File: config.mk
export PLATFORM = sky130hd
export DESIGN_NAME = trng_sample_ctrl
export DESIGN_NICKNAME = d
export VERILOG_FILES = /design/src/rtl/trng_sample_ctrl.sv
export SDC_FILE = /design/constraint.sdc
export NUM_CORES = 1
export LEC_CHECK = 0
export BUFFER_PORTS_ARGS = -buffer_cell sky130_fd_sc_hd__buf_2
export CAP_MARGIN = 20
export CORE_MARGIN = 1.5
export CORE_UTILIZATION = 30
export DETAILED_ROUTE_END_ITERATION = 10
export HOLD_SLACK_MARGIN = 0.08
export PLACE_DENSITY = 0.44
export RECOVER_POWER = 50
export SLEW_MARGIN = 20
export SYNTH_ARGS = -nofsm -noshare
export SYNTH_HDL_FRONTEND = slang
export SYNTH_SLANG_ARGS = --single-unit
File: constraint.sdc
create_clock -name clk -period 2.69 [get_ports clk]
set_clock_uncertainty 0.1 [all_clocks]
set_input_delay 0.1345 -clock clk [delete_from_list [all_inputs] [get_ports clk]]
set_output_delay 0.1345 -clock clk [all_outputs]
set_load 0.01 [all_outputs]
File: src/rtl/trng_sample_ctrl.sv
// trng_sample_ctrl: sequences the entropy sampler through warm-up, decimates the
// synchronized bit stream into words, runs a repetition-count health test on the
// raw ticked bits, and hands words downstream over valid/ready.
// Optional build macro: TRNG_VON_NEUMANN_EN enables pairwise Von Neumann debiasing.
module trng_sample_ctrl #(
    parameter int unsigned WORD_W        = 32,
    parameter int unsigned WARMUP_CYCLES = 3,
    parameter int unsigned SAMPLE_DIV    = 4,
    parameter int unsigned REP_LIMIT     = 16
) (
    input  logic              clk,
    input  logic              rst,
    input  logic              run,
    input  logic              sampled_bit,
    output logic              sampler_en,
    output logic [WORD_W-1:0] word_data,
    output logic              word_valid,
    input  logic              word_ready,
    output logic              busy,
    output logic              health_fail
);
    localparam int unsigned CNT_W  = $clog2(WORD_W + 1);
    localparam int unsigned REP_W  = $clog2(REP_LIMIT + 1);
    localparam int unsigned DIV_W  = (SAMPLE_DIV > 1) ? $clog2(SAMPLE_DIV) : 1;
    localparam int unsigned WARM_W = (WARMUP_CYCLES > 1) ? $clog2(WARMUP_CYCLES) : 1;
    localparam int unsigned SHR_W  = WORD_W - 1;

    localparam logic [CNT_W-1:0]  BIT_LAST  = CNT_W'(WORD_W - 1);
    localparam logic [REP_W-1:0]  REP_MAX   = REP_W'(REP_LIMIT);
    localparam logic [DIV_W-1:0]  DIV_LAST  = DIV_W'(SAMPLE_DIV - 1);
    localparam logic [WARM_W-1:0] WARM_LAST = WARM_W'(WARMUP_CYCLES - 1);

    typedef enum logic [2:0] {
        S_IDLE,
        S_WARMUP,
        S_COLLECT,
        S_HOLD,
        S_FAIL
    } state_t;

    state_t             state, state_d;
    logic [WARM_W-1:0]  warm_cnt, warm_cnt_d;
    logic [DIV_W-1:0]   div_cnt, div_cnt_d;
    logic [CNT_W-1:0]   bitcnt, bitcnt_d;
    logic [REP_W-1:0]   repcnt, repcnt_d;
    logic               last_bit, last_bit_d;
    // Only WORD_W-1 bits are stored; the final bit goes straight into word_data.
    logic [SHR_W-1:0]   shreg, shreg_d;
    logic [WORD_W-1:0]  word_data_d;
    logic               word_valid_d;
    logic               sampler_en_d;
    logic               busy_d;
    logic               health_fail_d;
`ifdef TRNG_VON_NEUMANN_EN
    logic               pair_phase, pair_phase_d;
    logic               first_bit, first_bit_d;
`endif

    logic               tick;
    logic               emit;
    logic               emit_bit;
    logic [REP_W-1:0]   rep_nxt;

    // Next-state, datapath and registered-output decode.
    always_comb begin
        state_d       = state;
        warm_cnt_d    = warm_cnt;
        div_cnt_d     = div_cnt;
        bitcnt_d      = bitcnt;
        repcnt_d      = repcnt;
        last_bit_d    = last_bit;
        shreg_d       = shreg;
        word_data_d   = word_data;
        word_valid_d  = word_valid;
        sampler_en_d  = 1'b0;
        busy_d        = 1'b0;
        health_fail_d = 1'b0;
        tick          = 1'b0;
        emit          = 1'b0;
        emit_bit      = 1'b0;
        rep_nxt       = '0;
`ifdef TRNG_VON_NEUMANN_EN
        pair_phase_d  = pair_phase;
        first_bit_d   = first_bit;
`endif

        case (state)
            S_IDLE: begin
                warm_cnt_d   = '0;
                div_cnt_d    = '0;
                bitcnt_d     = '0;
                repcnt_d     = '0;
                last_bit_d   = 1'b0;
                shreg_d      = '0;
                word_valid_d = 1'b0;
`ifdef TRNG_VON_NEUMANN_EN
                pair_phase_d = 1'b0;
`endif
                if (run) begin
                    state_d = S_WARMUP;
                end
            end

            S_WARMUP: begin
                repcnt_d = '0;
`ifdef TRNG_VON_NEUMANN_EN
                pair_phase_d = 1'b0;
`endif
                if (!run) begin
                    state_d = S_IDLE;
                end else if (warm_cnt == WARM_LAST) begin
                    state_d = S_COLLECT;
                end else begin
                    warm_cnt_d = warm_cnt + WARM_W'(1);
                end
            end

            S_COLLECT: begin
                tick      = (div_cnt == DIV_LAST);
                div_cnt_d = tick ? '0 : div_cnt + DIV_W'(1);
                if (tick) begin
                    rep_nxt    = ((repcnt == '0) || (sampled_bit != last_bit)) ?
                                 REP_W'(1) : repcnt + REP_W'(1);
                    repcnt_d   = rep_nxt;
                    last_bit_d = sampled_bit;
`ifdef TRNG_VON_NEUMANN_EN
                    pair_phase_d = ~pair_phase;
                    if (!pair_phase) begin
                        first_bit_d = sampled_bit;
                    end else if (first_bit != sampled_bit) begin
                        emit     = 1'b1;
                        emit_bit = first_bit;
                    end
`else
                    emit     = 1'b1;
                    emit_bit = sampled_bit;
`endif
                    if (emit) begin
                        shreg_d  = SHR_W'({shreg, emit_bit});
                        bitcnt_d = bitcnt + CNT_W'(1);
                    end
                end
                if (tick && (rep_nxt == REP_MAX)) begin
                    state_d = S_FAIL;
                end else if (!run) begin
                    state_d = S_IDLE;
                end else if (emit && (bitcnt == BIT_LAST)) begin
                    state_d      = S_HOLD;
                    word_data_d  = {shreg, emit_bit};
                    word_valid_d = 1'b1;
                    bitcnt_d     = '0;
                end
            end

            S_HOLD: begin
                div_cnt_d = '0;
                if (word_valid && word_ready) begin
                    word_valid_d = 1'b0;
                    state_d      = run ? S_COLLECT : S_IDLE;
                end
            end

            S_FAIL: begin
                word_valid_d = 1'b0;
            end

            default: begin
                state_d      = S_IDLE;
                word_valid_d = 1'b0;
            end
        endcase

        sampler_en_d  = (state_d == S_WARMUP) || (state_d == S_COLLECT) || (state_d == S_HOLD);
        busy_d        = sampler_en_d;
        health_fail_d = (state_d == S_FAIL);
    end

    // State, datapath and output registers.
    always_ff @(posedge clk) begin
        if (rst) begin
            state       <= S_IDLE;
            warm_cnt    <= '0;
            div_cnt     <= '0;
            bitcnt      <= '0;
            repcnt      <= '0;
            last_bit    <= 1'b0;
            shreg       <= '0;
            word_data   <= '0;
            word_valid  <= 1'b0;
            sampler_en  <= 1'b0;
            busy        <= 1'b0;
            health_fail <= 1'b0;
`ifdef TRNG_VON_NEUMANN_EN
            pair_phase  <= 1'b0;
            first_bit   <= 1'b0;
`endif
        end else begin
            state       <= state_d;
            warm_cnt    <= warm_cnt_d;
            div_cnt     <= div_cnt_d;
            bitcnt      <= bitcnt_d;
            repcnt      <= repcnt_d;
            last_bit    <= last_bit_d;
            shreg       <= shreg_d;
            word_data   <= word_data_d;
            word_valid  <= word_valid_d;
            sampler_en  <= sampler_en_d;
            busy        <= busy_d;
            health_fail <= health_fail_d;
`ifdef TRNG_VON_NEUMANN_EN
            pair_phase  <= pair_phase_d;
            first_bit   <= first_bit_d;
`endif
        end
    end

endmodule

==> results.sh <==
export IMPL_outcome="completed"
export IMPL_crit_arrival_ns=2.60
export IMPL_tns_ns=0
export IMPL_rsz0062_at_grt="false"
export IMPL_syn_avg_cell_area_sq_um=8.934
export IMPL_clkTransAtPathRegs_ns=0.06
export IMPL_min_period_over_period=0.9184
export IMPL_ys_ff_latch=84
export IMPL_grt_pass1_vias=2737
export IMPL_layout_drive_gt1_share=0.07925
export IMPL_io_pins=41
export IMPL_post_cts_resized=0
export IMPL_synthArstFlopShare=0
export IMPL_critical_path_class="register to register"
export IMPL_synth_area_sq_um=3511
export IMPL_pwr_share_clk=0.492
export IMPL_cp_required_ns=2.82
export IMPL_crit_start="repcnt[0]$_SDFFE_PP0P_"
export IMPL_start_util=0.3075
export IMPL_p_seq_frac=0.482
export IMPL_dieArea_sq_um=12360
export IMPL_hp_start="run"
export IMPL_pwr_share_comb=0.026
export IMPL_via_count=2885
export IMPL_final_max_slew_violation_count=0
export IMPL_post_synth_top_count_cell="dfxtp_1"
export IMPL_core_area_sq_um=11420
export IMPL_drc=0
export IMPL_synth_top_area_frac=0.4790
export IMPL_grt_antenna_before_repair=0
export IMPL_num_rows=39
export IMPL_ant_nets=0
export IMPL_dr_pass1_iters=4
export IMPL_cts_buffer_depth=2
export IMPL_yosys_warnings=0
export IMPL_swShare=0.2214
export IMPL_cp_end_kind="register"
export IMPL_synth_ff_type="dfxtp_1"
export IMPL_cts_htree_levels=3
export IMPL_wirelength_mm=7.852
export IMPL_root_buffer="clkbuf_16"
export IMPL_grt_use_total=0.1343
export IMPL_cts_buffers=9
export IMPL_finish_net_count=434
export IMPL_vdd_ir_drop_worst_mv=0.2884
export IMPL_fp_dieH_um=111.2
export IMPL_setup_viol=0
export IMPL_avgRoutedWirePerCell_um=13.73
export IMPL_p_int_mw=2.012
export IMPL_port_buffers=40
export IMPL_synth_top_area_cell="dfxtp_1"
export IMPL_drtIter0Drc=104
export IMPL_synth_cell_types=49
export IMPL_grt_max_degree=74
export IMPL_synth_edff_count=0
export IMPL_synthTopCellsByArea="dfxtp_1 48%, mux2i_1 9.4%, nand2_1 7.9%, a22oi_1 6.8%, nor2_1 4.6%"
export IMPL_cp_endpoint="state[0]$_SDFF_PP0_"
export IMPL_diodes=0
export IMPL_r2r_start="repcnt[0]$_SDFFE_PP0P_"
export IMPL_synth_common_cells="84 x dfxtp_1, 74 x nand2_1, 43 x nor2_1"
export IMPL_cts_tree="yes"
export IMPL_ff2ff_path_depth=7
export IMPL_max_cap_violations=0
export IMPL_cts_hold_buf=1
export IMPL_cts_sinks=84
export IMPL_tightest_slew_ns=0.6913
export IMPL_hp_class="primary input to register"
export IMPL_syn_num_nets=403
export IMPL_p_sw_uw=572.1
export IMPL_hold_slack_ns=0.1529
export IMPL_cp_max_fo=33
export IMPL_leakagePower_nw=1.374
export IMPL_fmax_ghz=0.4048
export IMPL_grt_pass1_wl_mm=13.54
export IMPL_post_drt_via_cell_ratio=5.044
export IMPL_reg2reg_to="state[0]$_SDFF_PP0_"
export IMPL_yosysSeqAreaShare=0.4790
export IMPL_post_cts_setup_buffer_count=0
export IMPL_gp_congestion=0.7603
export IMPL_startpoint_type="register"
export IMPL_die_w_um=111.2
export IMPL_r2r_slack_ns=0.22
export IMPL_syn_to_final_growth_pct=17.07
export IMPL_grt_ovfl_total=0
export IMPL_p_per_area_nw_per_um2=628.7
export IMPL_clock_latency_ns=0.34
export IMPL_synthCells=393
export IMPL_hpwl_mm=4.826
export IMPL_finalHoldViolations=0
export IMPL_slew_headroom=0.5392
export IMPL_period_minus_slack_ns=2.471
[state kept, by name (all words and copies together), names as in the netlist]
name / flops
word_valid: 1
div_cnt: 2
bitcnt: 6
state: 3
health_fail: 1
last_bit: 1
busy: 1
warm_cnt: 2
word_data: 32
shreg: 30
repcnt: 5
[power groups by stage]
stage	Clock [mW]	Sequential [mW]	Combinational (mW)
after floorplan	0	1.28	0.0434
after global placement	0	1.27	0.0687
after detailed placement	0	1.27	0.0688
after CTS	1.31	1.25	0.0702
after global routing	1.36	1.25	0.0752
final	1.27	1.25	0.0676
[cell type report]
| class | instances | area [sq um] |
|---|---|---|
| multi-input cells | 271 | 1652 |
| clock buffers | 10 | 239.0 |
| fillers | 1244 | 7308 |
| clock inverters | 6 | 70.07 |
| inverters | 6 | 22.52 |
| well taps | 143 | 178.9 |
| flip-flops and latches | 84 | 1682 |
| repair buffers | 52 | 266.5 |
[cells by family after synthesis]
kind of cell,after synthesis,synth area share
adders and majority gates,5,0.01782
DFF,84,0.4790
xor gates and xnor gates,3,0.007485
muxes,33,0.09409
and+or+nand+nor,156,0.1957
buffers and inverters,38,0.05096
AOI/OAI and AO/OA,74,0.1550
[worst max-delay path, stage by stage, from the launching register on]
cell and delay (ns):
dfxtp_1 0.44, inv_1 0.09, ha_1 0.19, nor4b_1 0.17
or4_1 0.65, o2111a_2 0.33, buf_12 0.19, o21a_1 0.20
[worst min-delay path by stage]
| stage | to | slack, ns | cells past startpoint |
|---|---|---|---|
| 2_1_floorplan | bitcnt[1]$_SDFFE_PP0P_ | 0.14 | 1 |
| 5_1_grt | state[1]$_SDFF_PP0_ | 0.18 | 4 |
| 3_3_place_gp | warm_cnt[0]$_SDFFE_PP0P_ | 0.34 | 2 |
| 4_1_cts | state[1]$_SDFF_PP0_ | 0.14 | 4 |
| 6_report | state[1]$_SDFF_PP0_ | 0.15 | 4 |
| 3_5_place_dp | word_data[14]$_SDFFE_PP0P_ | 0.34 | 2 |
[per-layer routing]
layer	up-vias	share of wire	GRT usage
met4	0	0.020	0.06076
met2	50	0.44	0.2135
li1	1439	-	-
met5	-	0	0
met1	1386	0.50	0.1738
met3	10	0.035	0.03007
[cells in the final DEF (no fill, tap or decap), drive strengths merged, types with 2 or more instances in the layout]
cell / synthesis / final
a2bb2oi: 2 / 2
o21a: 2 / 2
a32oi: 2 / 2
nand3: 8 / 8
o211a: 4 / 4
ha: 5 / 5
nor4: 3 / 3
nand4: 4 / 4
a21oi: 8 / 8
nand3b: 2 / 2
o21ai: 7 / 7
and3: 2 / 2
a22oi: 32 / 32
nor2b: 5 / 5
a311oi: 3 / 3
nor2: 43 / 43
a41oi: 2 / 2
xor2: 2 / 2
clkinvlp: 0 / 3
a31oi: 2 / 2
a21o: 2 / 2
clkbuf: 24 / 48
mux2i: 33 / 33
buf: 8 / 13
nor3: 6 / 6
inv: 6 / 8
nand2: 74 / 74
dfxtp: 84 / 84
[stage by stage]
| step | utilization | total power [mW] | instances | setup slack [ns] | cell area (sq um) |
|---|---|---|---|---|---|
| 6_report | 0.3600 | 2.584 | 572 | 0.2195 | 4110 |
| 5_1_grt | 0.3600 | 2.684 | 572 | 0.07102 | 4110 |
| 4_1_cts | 0.3658 | 2.626 | 572 | 0.2148 | 4177 |
| 3_5_place_dp | 0.3378 | 1.343 | 555 | 0.2234 | 3857 |
| 3_3_place_gp | 0.3378 | 1.343 | 555 | 0.2813 | 3857 |
| 2_1_floorplan | - | 1.319 | 393 | 0.3296 | 3511 |
Power figures use the tool's default switching activity.
